<file path="config.mk">
export PLATFORM = sky130hd
export DESIGN_NAME = hms_set_ctrl
export DESIGN_NICKNAME = d
export VERILOG_FILES = /design/src/rtl/hms_set_ctrl_pkg.sv /design/src/rtl/hms_set_ctrl_key_repeat.sv /design/src/rtl/hms_set_ctrl.sv
export SDC_FILE = /design/constraint.sdc
export NUM_CORES = 1
export LEC_CHECK = 0
export ABC_AREA = 1
export BUFFER_PORTS_ARGS = -buffer_cell sky130_fd_sc_hd__buf_2
export CAP_MARGIN = 20
export CELL_PAD_IN_SITES_DETAIL_PLACEMENT = 1
export CELL_PAD_IN_SITES_GLOBAL_PLACEMENT = 1
export CORE_MARGIN = 4
export CORE_UTILIZATION = 41
export DETAILED_ROUTE_END_ITERATION = 7
export GPL_TIMING_DRIVEN = 0
export PLACE_DENSITY = 0.85
export SETUP_SLACK_MARGIN = 0.05
export SLEW_MARGIN = 20
export SYNTH_ARGS = -nofsm -noshare
export SYNTH_HDL_FRONTEND = slang
export SYNTH_SLANG_ARGS = --single-unit
export TNS_END_PERCENT = 5
</file>
<file path="constraint.sdc">
create_clock -name clk -period 2.05 [get_ports clk]
set_clock_uncertainty 0.05 [all_clocks]
set_input_delay 0.205 -clock clk [delete_from_list [all_inputs] [get_ports clk]]
set_output_delay 0.205 -clock clk [all_outputs]
set_load 0.03 [all_outputs]
</file>
<file path="src/rtl/hms_set_ctrl_pkg.sv">
// H:M:S setting controller shared types: modes, field selects and counter limits.
// Latency: n/a (types and pure functions only).
// Backpressure: n/a.
package hms_pkg;

  typedef enum logic {
    MODE_CLOCK = 1'b0,
    MODE_SETUP = 1'b1
  } mode_e;

  typedef enum logic [1:0] {
    POS_SEC = 2'd0,
    POS_MIN = 2'd1,
    POS_HOU = 2'd2
  } pos_e;

  localparam logic [5:0] MAX_SEC = 6'd59;
  localparam logic [5:0] MAX_MIN = 6'd59;
  localparam logic [5:0] MAX_HOU = 6'd23;

  // Field select rotation SEC -> MIN -> HOU -> SEC.
  function automatic pos_e next_pos(input pos_e p);
    case (p)
      POS_SEC: return POS_MIN;
      POS_MIN: return POS_HOU;
      default: return POS_SEC;
    endcase
  endfunction

  // Digit pair of a field within {hou_l, hou_r, min_l, min_r, sec_l, sec_r}.
  function automatic logic [5:0] field_mask(input pos_e p);
    case (p)
      POS_SEC: return 6'b00_00_11;
      POS_MIN: return 6'b00_11_00;
      POS_HOU: return 6'b11_00_00;
      default: return 6'b00_00_00;
    endcase
  endfunction

endpackage

</file>
<file path="src/rtl/hms_set_ctrl_key_repeat.sv">
// Press detector with hold-to-repeat for one active-low debounced button.
// Latency: o_pulse is combinational in the press cycle; repeats follow REP_DLY then every REP_PER cycles.
// Backpressure: none; o_pulse is a single-cycle enable with no handshake.
module key_repeat #(
  parameter int unsigned REP_DLY = 25_000_000,
  parameter int unsigned REP_PER = 5_000_000
) (
  input  logic clk,
  input  logic rst_n,
  input  logic i_sw,
  input  logic i_en,
  output logic o_pulse
);

  localparam logic [31:0] DLY    = REP_DLY;
  localparam logic [31:0] RELOAD = REP_DLY + REP_PER;

  logic        sw_q;
  logic        armed_q, armed_d;
  logic [31:0] cnt_q, cnt_d;
  logic [31:0] cnt_inc;
  logic        press;
  logic        held;
  logic        rep_hit;

  assign cnt_inc = cnt_q + 32'd1;
  assign press   = sw_q & ~i_sw;
  // Only a hold that started with a qualified press may repeat.
  assign held    = armed_q & ~i_sw & i_en;
  assign rep_hit = held & ((cnt_inc == DLY) | (cnt_inc == RELOAD));
  assign o_pulse = (press & i_en) | rep_hit;

  // Arm on a qualified press, count while held, reload after each periodic repeat.
  always_comb begin
    armed_d = armed_q;
    cnt_d   = cnt_q;
    if (i_sw || !i_en) begin
      armed_d = 1'b0;
      cnt_d   = '0;
    end else if (press) begin
      armed_d = 1'b1;
      cnt_d   = '0;
    end else if (armed_q) begin
      cnt_d = (cnt_inc == RELOAD) ? DLY : cnt_inc;
    end
  end

  // Button sample and repeat state registers; released button is the reset level.
  always_ff @(posedge clk or negedge rst_n) begin
    if (!rst_n) begin
      sw_q    <= 1'b1;
      armed_q <= 1'b0;
      cnt_q   <= '0;
    end else begin
      sw_q    <= i_sw;
      armed_q <= armed_d;
      cnt_q   <= cnt_d;
    end
  end

endmodule

</file>
<file path="src/rtl/hms_set_ctrl.sv">
// Turns button levels and the 1 Hz tick into H:M:S increment enables, plus mode/field/blink state.
// Latency: increment enables are registered, one cycle after the event; mode/position update at the same edge.
// Backpressure: none; enables are single-cycle pulses the counters must accept.
module hms_set_ctrl
  import hms_pkg::*;
#(
  parameter int unsigned REP_DLY    = 25_000_000,
  parameter int unsigned REP_PER    = 5_000_000,
  parameter int unsigned BLINK_HALF = 12_500_000,
  parameter int unsigned TIMEOUT    = 500_000_000
) (
  input  logic       clk,
  input  logic       rst_n,
  input  logic       i_tick_1hz,
  input  logic       i_sw0,
  input  logic       i_sw1,
  input  logic       i_sw2,
  input  logic [5:0] i_sec,
  input  logic [5:0] i_min,
  input  logic [5:0] i_hou,
  output logic       o_mode,
  output logic [1:0] o_position,
  output logic       o_sec_inc,
  output logic       o_min_inc,
  output logic       o_hou_inc,
  output logic [5:0] o_blink_mask
);

  localparam logic [31:0] TMO   = TIMEOUT;
  localparam logic [31:0] BHALF = BLINK_HALF;

  mode_e       mode_q, mode_d;
  pos_e        pos_q, pos_d;
  logic        sw0_q, sw1_q, sw2_q;
  logic [31:0] idle_q, idle_d;
  logic [31:0] blink_cnt_q, blink_cnt_d;
  logic        blink_q, blink_d;
  logic        sec_inc_q, sec_inc_d;
  logic        min_inc_q, min_inc_d;
  logic        hou_inc_q, hou_inc_d;

  logic        press0, press1, press2, any_press;
  logic        in_setup;
  logic        timeout_hit;
  logic        rep_en;
  logic        inc_evt;
  logic        tick_clk;
  logic        sec_wrap, min_wrap;
  logic        unused_hou;

  // Hours wrap is handled by the hour counter itself; the value is not needed here.
  assign unused_hou = ^i_hou;

  assign press0    = sw0_q & ~i_sw0;
  assign press1    = sw1_q & ~i_sw1;
  assign press2    = sw2_q & ~i_sw2;
  assign any_press = press0 | press1 | press2;
  assign in_setup  = (mode_q == MODE_SETUP);

  // A press in the same cycle restarts the idle window, so it always beats the timeout.
  assign timeout_hit = in_setup & ~any_press & ((idle_q + 32'd1) >= TMO);

  // A mode press drops a simultaneous increment press and cancels any running repeat.
  assign rep_en = in_setup & ~press0;

  key_repeat #(
    .REP_DLY (REP_DLY),
    .REP_PER (REP_PER)
  ) u_key_repeat (
    .clk     (clk),
    .rst_n   (rst_n),
    .i_sw    (i_sw2),
    .i_en    (rep_en),
    .o_pulse (inc_evt)
  );

  // Mode/field state register.
  always_ff @(posedge clk or negedge rst_n) begin
    if (!rst_n) begin
      mode_q <= MODE_CLOCK;
      pos_q  <= POS_SEC;
    end else begin
      mode_q <= mode_d;
      pos_q  <= pos_d;
    end
  end

  // Mode/field next state: mode press, then timeout, then field advance.
  always_comb begin
    mode_d = mode_q;
    pos_d  = pos_q;
    if (press0) begin
      if (in_setup) begin
        mode_d = MODE_CLOCK;
      end else begin
        mode_d = MODE_SETUP;
        pos_d  = POS_SEC;
      end
    end else if (timeout_hit) begin
      mode_d = MODE_CLOCK;
      pos_d  = POS_SEC;
    end else if (in_setup && press1) begin
      pos_d = next_pos(pos_q);
    end
  end

  // Mode/field outputs; the blink blanks the selected pair only while the increment button is up.
  always_comb begin
    o_mode       = mode_q;
    o_position   = pos_q;
    o_blink_mask = 6'b0;
    if (in_setup && i_sw2 && blink_q) begin
      o_blink_mask = field_mask(pos_q);
    end
  end

  // Idle and blink timers run only in setup and restart from zero on every entry.
  always_comb begin
    idle_d      = idle_q + 32'd1;
    blink_cnt_d = blink_cnt_q + 32'd1;
    blink_d     = blink_q;
    if (!in_setup || any_press || timeout_hit) begin
      idle_d = '0;
    end
    if (!in_setup) begin
      blink_cnt_d = '0;
      blink_d     = 1'b0;
    end else if ((blink_cnt_q + 32'd1) == BHALF) begin
      blink_cnt_d = '0;
      blink_d     = ~blink_q;
    end
  end

  // Increment enables: ticks with carry in clock mode, selected field only in setup.
  always_comb begin
    tick_clk  = i_tick_1hz & ~in_setup;
    sec_wrap  = (i_sec == MAX_SEC);
    min_wrap  = (i_min == MAX_MIN);
    sec_inc_d = tick_clk | (inc_evt & (pos_q == POS_SEC));
    min_inc_d = (tick_clk & sec_wrap) | (inc_evt & (pos_q == POS_MIN));
    hou_inc_d = (tick_clk & sec_wrap & min_wrap) | (inc_evt & (pos_q == POS_HOU));
  end

  // Switch samples, timers and registered increment enables.
  always_ff @(posedge clk or negedge rst_n) begin
    if (!rst_n) begin
      sw0_q       <= 1'b1;
      sw1_q       <= 1'b1;
      sw2_q       <= 1'b1;
      idle_q      <= '0;
      blink_cnt_q <= '0;
      blink_q     <= 1'b0;
      sec_inc_q   <= 1'b0;
      min_inc_q   <= 1'b0;
      hou_inc_q   <= 1'b0;
    end else begin
      sw0_q       <= i_sw0;
      sw1_q       <= i_sw1;
      sw2_q       <= i_sw2;
      idle_q      <= idle_d;
      blink_cnt_q <= blink_cnt_d;
      blink_q     <= blink_d;
      sec_inc_q   <= sec_inc_d;
      min_inc_q   <= min_inc_d;
      hou_inc_q   <= hou_inc_d;
    end
  end

  assign o_sec_inc = sec_inc_q;
  assign o_min_inc = min_inc_q;
  assign o_hou_inc = hou_inc_q;

endmodule

</file>
== Word level (Yosys, flattened, before mapping) ==
Cells that the tools add are included.

* Memories: 0
* Latch bits: 0
* Register bits after elaboration: 107
* Bits in read-only memories: 0
* Word-level logic and storage cells: 91
* Memory bits (writable): 0

* Eq/ne operators: 9
* Multiply operators: 0
* Divide/modulo/power cells: 0
* $add $sub $neg: 3
* Order comparisons: 1
* Reductions and logical operators: 14
* Shift-type cells: 0
* Muxes and demuxes: 21
* Bitwise operators: 30

{| class="wikitable"
|+ Operator list
! operator !! number
|-
| $mux W32 || 7
|-
| $add A32 B1 Y32 const B || 3
|-
| $eq A32 B25 Y1 const B || 2
|-
| $eq A32 B24 Y1 const B || 1
|-
| $ge A32 B29 Y1 const B || 1
|-
| $pmux W6 S3 || 1
|-
| $and A1 B1 Y1 || 16
|-
| $eq A6 B6 Y1 const B || 2
|-
| $mux W2 || 4
|-
| $mux W1 || 7
|-
| $not A1 Y1 || 7
|-
| $or A1 B1 Y1 || 7
|-
| $mux W6 || 1
|-
| $reduce_bool A3 Y1 || 2
|-
| $pmux W2 S2 || 1
|-
| $reduce_bool A2 Y1 || 2
|-
| $logic_and A1 B1 Y1 || 3
|-
| $logic_or A1 B1 Y1 || 3
|-
| $eq A2 B1 Y1 const B || 1
|-
| $eq A2 B2 Y1 const B || 1
|-
| $logic_not A1 Y1 || 2
|-
| $logic_not A2 Y1 || 1
|-
| $ne A2 B1 Y1 const B || 1
|-
| $ne A2 B2 Y1 const B || 1
|-
| $reduce_and A2 Y1 || 1
|}

== Logic depth before layout (Yosys ltp) ==
* Word-level depth: 9
* Depth in mapped cells: 18

== Hierarchy ==
From an unflattened synthesis, not the netlist that was laid out.

* Cell total of the unflattened synthesis: 1064
* Area total of the unflattened synthesis: 7111.8 µm²

{| class="wikitable"
|+ By module, submodules not included
! module !! times used !! cells an instance !! area an instance (µm²)
|-
| hms_set_ctrl || 1 || 635 || 4494.3
|-
| key_repeat || 1 || 429 || 2617.5
|}

== Worst setup path before layout ==
OpenSTA, ideal clock, no wires.

* Path kind: flip-flop to flip-flop
* From: register blink_cnt_q[0]
* To: register blink_cnt_q[19]
* Data arrival time: 1994 ps
* Setup time: 123 ps
* Data required time: 1877 ps
* Stages on the path, launching flop included: 16
* Slack: -117 ps
* Path buffers: 1
* Cell sequence: dfrtp_1 ha_1 nand2_1 nor2_1 nand2_1 nor2_2 nand2_1 nor2_2 nand3_1 xor2_1 nand3_1 nor2_1 nand3_2 nand2_2 buf_6 nor2_1

* Word-level cells in the longest chain between the ends: 4

{| class="wikitable"
|+ RTL lines
! element !! RTL line !! source
|-
| start: declaration || hms_set_ctrl.sv:36 || <nowiki>logic [31:0] blink_cnt_q, blink_cnt_d;</nowiki>
|-
| start signal: assignment || hms_set_ctrl.sv:161 || <nowiki>blink_cnt_q <= blink_cnt_d;</nowiki>
|-
| $add A32 B1 Y32 * || hms_set_ctrl.sv:120, hms_set_ctrl.sv:128 ||
|-
| $eq A32 B24 Y1 || hms_set_ctrl.sv:128 || <nowiki>end else if ((blink_cnt_q + 32'd1) == BHALF) begin</nowiki>
|-
| $mux W32 * || hms_set_ctrl.sv:128 ||
|-
| $mux W32 * || hms_set_ctrl.sv:125 || <nowiki>if (!in_setup) begin</nowiki>
|-
| named net blink_cnt_d[19] || hms_set_ctrl.sv:36 ||
|}

The timed path passes the listed nets; every way through them passes the cells marked *.
A chain may end at the register's enable or synchronous reset.

== Worst setup path in the final report ==
* From: register blink_cnt_q[1]
* To: register blink_q

* Word-level cells in the longest chain between the ends: 3

{| class="wikitable"
|+ RTL lines
! element !! RTL line !! source
|-
| $add A32 B1 Y32 || hms_set_ctrl.sv:128 ||
|-
| $eq A32 B24 Y1 || hms_set_ctrl.sv:128 ||
|-
| $ne A2 B1 Y1 (no line) || -- ||
|-
| end signal: assignment || hms_set_ctrl.sv:162 || <nowiki>blink_q <= blink_d;</nowiki>
|-
| end: declaration || hms_set_ctrl.sv:37 || <nowiki>logic blink_q, blink_d;</nowiki>
|}

Every way passes these cells.

==> reports/results.txt <==
Status -> finished with violations
Share of cells above drive strength 1 -> 21.5%
Initial DRC Count -> 346
Antenna Cells -> 0
Synth cell types -> 43
Reg2reg path depth -> 14
Max Slew Vio Count -> 0
Switching power share of the total -> 30.1%
Die Wd -> 138 µm
Synth async-reset ratio -> 100%
Critical path's slowest cell -> dfrtp_1
Post-synth EDFFs -> 0
CP max FO -> 7
Hold Crit Depth -> 3
Number of H-tree levels -> 3
Fin nets -> 1136
Synth top area share -> 37.5%
Required @ worst endpoint -> 2.30 ns
Detail Route Antenna Nets -> 0
Commonest cells in the netlist -> 307 x nand2_1, 188 x nor2_1, 116 x inv_1, 104 x dfrtp_1, 70 x nand3_1
Psw -> 1.41 mW
Die Ht -> 138 µm
Crit path cell chain -> ha_4 > nand3_1 > nor3_4 > nand4_1 > xor2_1 > nand2_1 > inv_1 > nand3_1 > nor2_1 > nand3_2 > nand2_4 > buf_4 > nand2_1 > nand2_1
Worst-Margin Slew -> 0.630 ns
CTS Sinks -> 107
Worst stage delay on the critical path -> 0.42 ns
Register area share after synthesis -> 38.7%
Total gr overflow -> 0
Synthesis Warnings -> 0
CTS Buffer Depth -> 2
Cell Pwr Density -> 543 nW/µm²
Peak VDD IR -> 0.396 mV
CTS tree -> yes
Failing checks -> setup timing
Final Cell Area -> 8640 µm²
Beginning of the critical path -> blink_cnt_q[1]$_DFF_PN0_
Leakage -> 3.71 nW
Starting Density -> 41.8%
Critical Path Source Type -> flip-flop
First-pass GRT wire length -> 35900 µm
GRT Util Overall -> 22.8%
Number of failing hold endpoints at the final stage -> 0
Initial antenna violation count -> 0
Root Buffer -> clkbuf_16
Clock power share -> 38.5%
Post-route clock period utilization -> 126%
Setup TNS -> -26.32 ns
Fmax -> 0.387 GHz
Part of the power in registers -> 48.2%
Cell internal pwr -> 3.28 mW
DR vias/cell -> 5.25
Top post-synthesis cells by area -> dfrtp_1 38%, nand2_1 17%, nor2_1 10%, inv_1 6.3%, nand3_1 5.1%
Core box area -> 16600 µm²
# rows -> 47
Max Cap Viol -> 0
Cell taking the most area after synthesis -> dfrtp_1
Hold Crit Class -> input port to flip-flop
Crit path to -> blink_q$_DFFE_PN0P_
Gate power share -> 13.3%
Later-pin clock latency in the skew report -> 0.37 ns
Critical Path AT -> 2.83 ns
Routability cong. -> 0.865
Die footprint -> 19100 µm²
Routed WL -> 22900 µm
Final setup fails -> 65
First-pass DRT Iterations -> 5
CP Class -> flip-flop to flip-flop
FF-to-FF End -> blink_q$_DFFE_PN0P_
Residual DRC -> 0
Reg clk slew, reported paths -> 0.08 ns
Critical path capture point type -> flip-flop
I/O Buffers -> 29
Final worst slack -> -0.535 ns
Vias -> 7007
Vias in the first global route -> 7239
Primary FF master, synth -> dfrtp_1
Avg WL per Cell -> 17.2 µm
Syn-to-layout area delta -> 24.7%
Mean Syn Cell Area -> 6.80 µm²
Slew margin rel. -> 58.0%
Cells after synthesis -> 1020
Num ports -> 36
Crit path time final -> 2.58 ns
TritonCTS Buffers -> 9
Crit path top cell by count -> nand2_1
Pin count of the biggest net entering global routing -> 70
DP Area -> 7400 µm²
Reg-to-reg startpoint -> blink_cnt_q[1]$_DFF_PN0_
RSZ-0062 raised after global routing -> true
Flops & latches, synth -> 107
DPL Wire Length -> 15700 µm
Register-to-register setup slack -> -0.53 ns
Post-Syn Area -> 6930 µm²
Count leader, synth -> nand2_1
-- worst min path at each step --
stage | start | end | slack (ns)
finish | i_tick_1hz | o_sec_inc$_DFF_PN0_ | 0.02
global route | i_tick_1hz | o_sec_inc$_DFF_PN0_ | 0.05
CTS | i_tick_1hz | o_sec_inc$_DFF_PN0_ | 0.01
detailed placement | rst_n | idle_q[5]$_DFF_PN0_ | 0.1
global placement | i_sw0 | sw0_q$_DFF_PN1_ | 0.27
floorplan | rst_n | blink_cnt_q[0]$_DFF_PN0_ | -0.14
-- routing by layer --
metal | up-vias | wire length (µm) | global-route usage (%)
met3 | 41 | 754 | 2.97
li1 | 3359 | - | -
met2 | 127 | 11700 | 40.4
met4 | 0 | 537 | 6.71
met5 | - | 0 | 0
met1 | 3480 | 9940 | 29.3
-- power groups by stage --
stage | Sequential (mW) | Clock [mW] | Combinational (mW)
floorplan | 2.32 | 0 | 0.217
global route | 2.27 | 1.93 | 0.668
global placement | 2.28 | 0 | 0.435
CTS | 2.25 | 1.84 | 0.509
detailed placement | 2.29 | 0 | 0.455
finish | 2.26 | 1.81 | 0.623
-- state kept, by name, summed over array words and instances, names as in the netlist, 2 cells and up --
signal	flops
blink_cnt_q	32
idle_q	32
o_position	2
u_key_repeat.cnt_q	32
-- final cells by class --
cell class	instances	area, µm²
inverter	121	459
tap	220	275
buffer	14	150
timing repair buffer	76	629
sequential	107	2690
fill	2133	7940
clock buffer	10	239
multi-input combinational	780	4150
clock inverter	6	56.3
-- placed cells by master, fill, tap and decap left out, types with 3 or more instances in the layout --
cell / instances
dfrtp_2: 3
nand3_1: 63
conb_1: 3
buf_6: 7
dfrtp_1: 101
a21oi_1: 11
nand2_1: 293
nand2_2: 19
inv_2: 6
nand3_4: 4
o21ai_0: 22
xor2_1: 24
buf_8: 4
nand2_4: 5
nor3_1: 15
nor2_4: 26
nand3b_1: 10
nand4_1: 17
xnor2_1: 15
clkbuf_16: 11
a21o_1: 3
buf_12: 5
xor2_2: 4
inv_8: 3
dfstp_2: 3
buf_4: 35
a21oi_2: 4
inv_1: 113
nor2_2: 40
dlygate4sd3_1: 4
o21ai_1: 5
nand3_2: 8
nor2_1: 154
o22ai_1: 9
buf_2: 28
-- what timing repair did --
action | 4_1_cts | 5_1_grt
endpoints found under the hold margin | 40 | 0
hold buffers | 4 | 0
endpoints found under the setup margin | 84 | 84
cloned | 0 | 2
resized for setup | 84 | 57
buffers inserted | 17 | 23
pin swaps | 19 | 22
-- worst max-delay path: cells and delay by family (launching register included) --
family,cells,cell delay [ns]
and+or+nand+nor,10,1.36
adders and majority gates,1,0.18
xor gates and xnor gates,1,0.29
buffers and inverters,2,0.20
DFF,1,0.42
-- through the flow --
| step | util, % | hold slack (ns) | setup slack (ns) | power [mW] | cells |
|---|---|---|---|---|---|
| floorplan | - | -0.141 | -0.109 | 2.53 | 1022 |
| global placement | 44.4 | 0.274 | -0.761 | 2.72 | 1271 |
| detailed placement | 44.6 | 0.0996 | -0.831 | 2.74 | 1272 |
| CTS | 49.5 | 0.0144 | -0.451 | 4.60 | 1309 |
| global route | 52.1 | 0.0503 | -0.715 | 4.87 | 1334 |
| finish | 52.1 | 0.0176 | -0.535 | 4.69 | 1334 |
-- kinds of logic after synthesis --
family / share of synthesized area, %
AOI/OAI and AO/OA: 4.87
xor gates and xnor gates: 5.56
adders and majority gates: 0.541
buffers and inverters: 7.87
DFF: 38.7
other: 0.0541
and+or+nand+nor: 42.4
No activity file was read; power rests on OpenSTA's default activity.
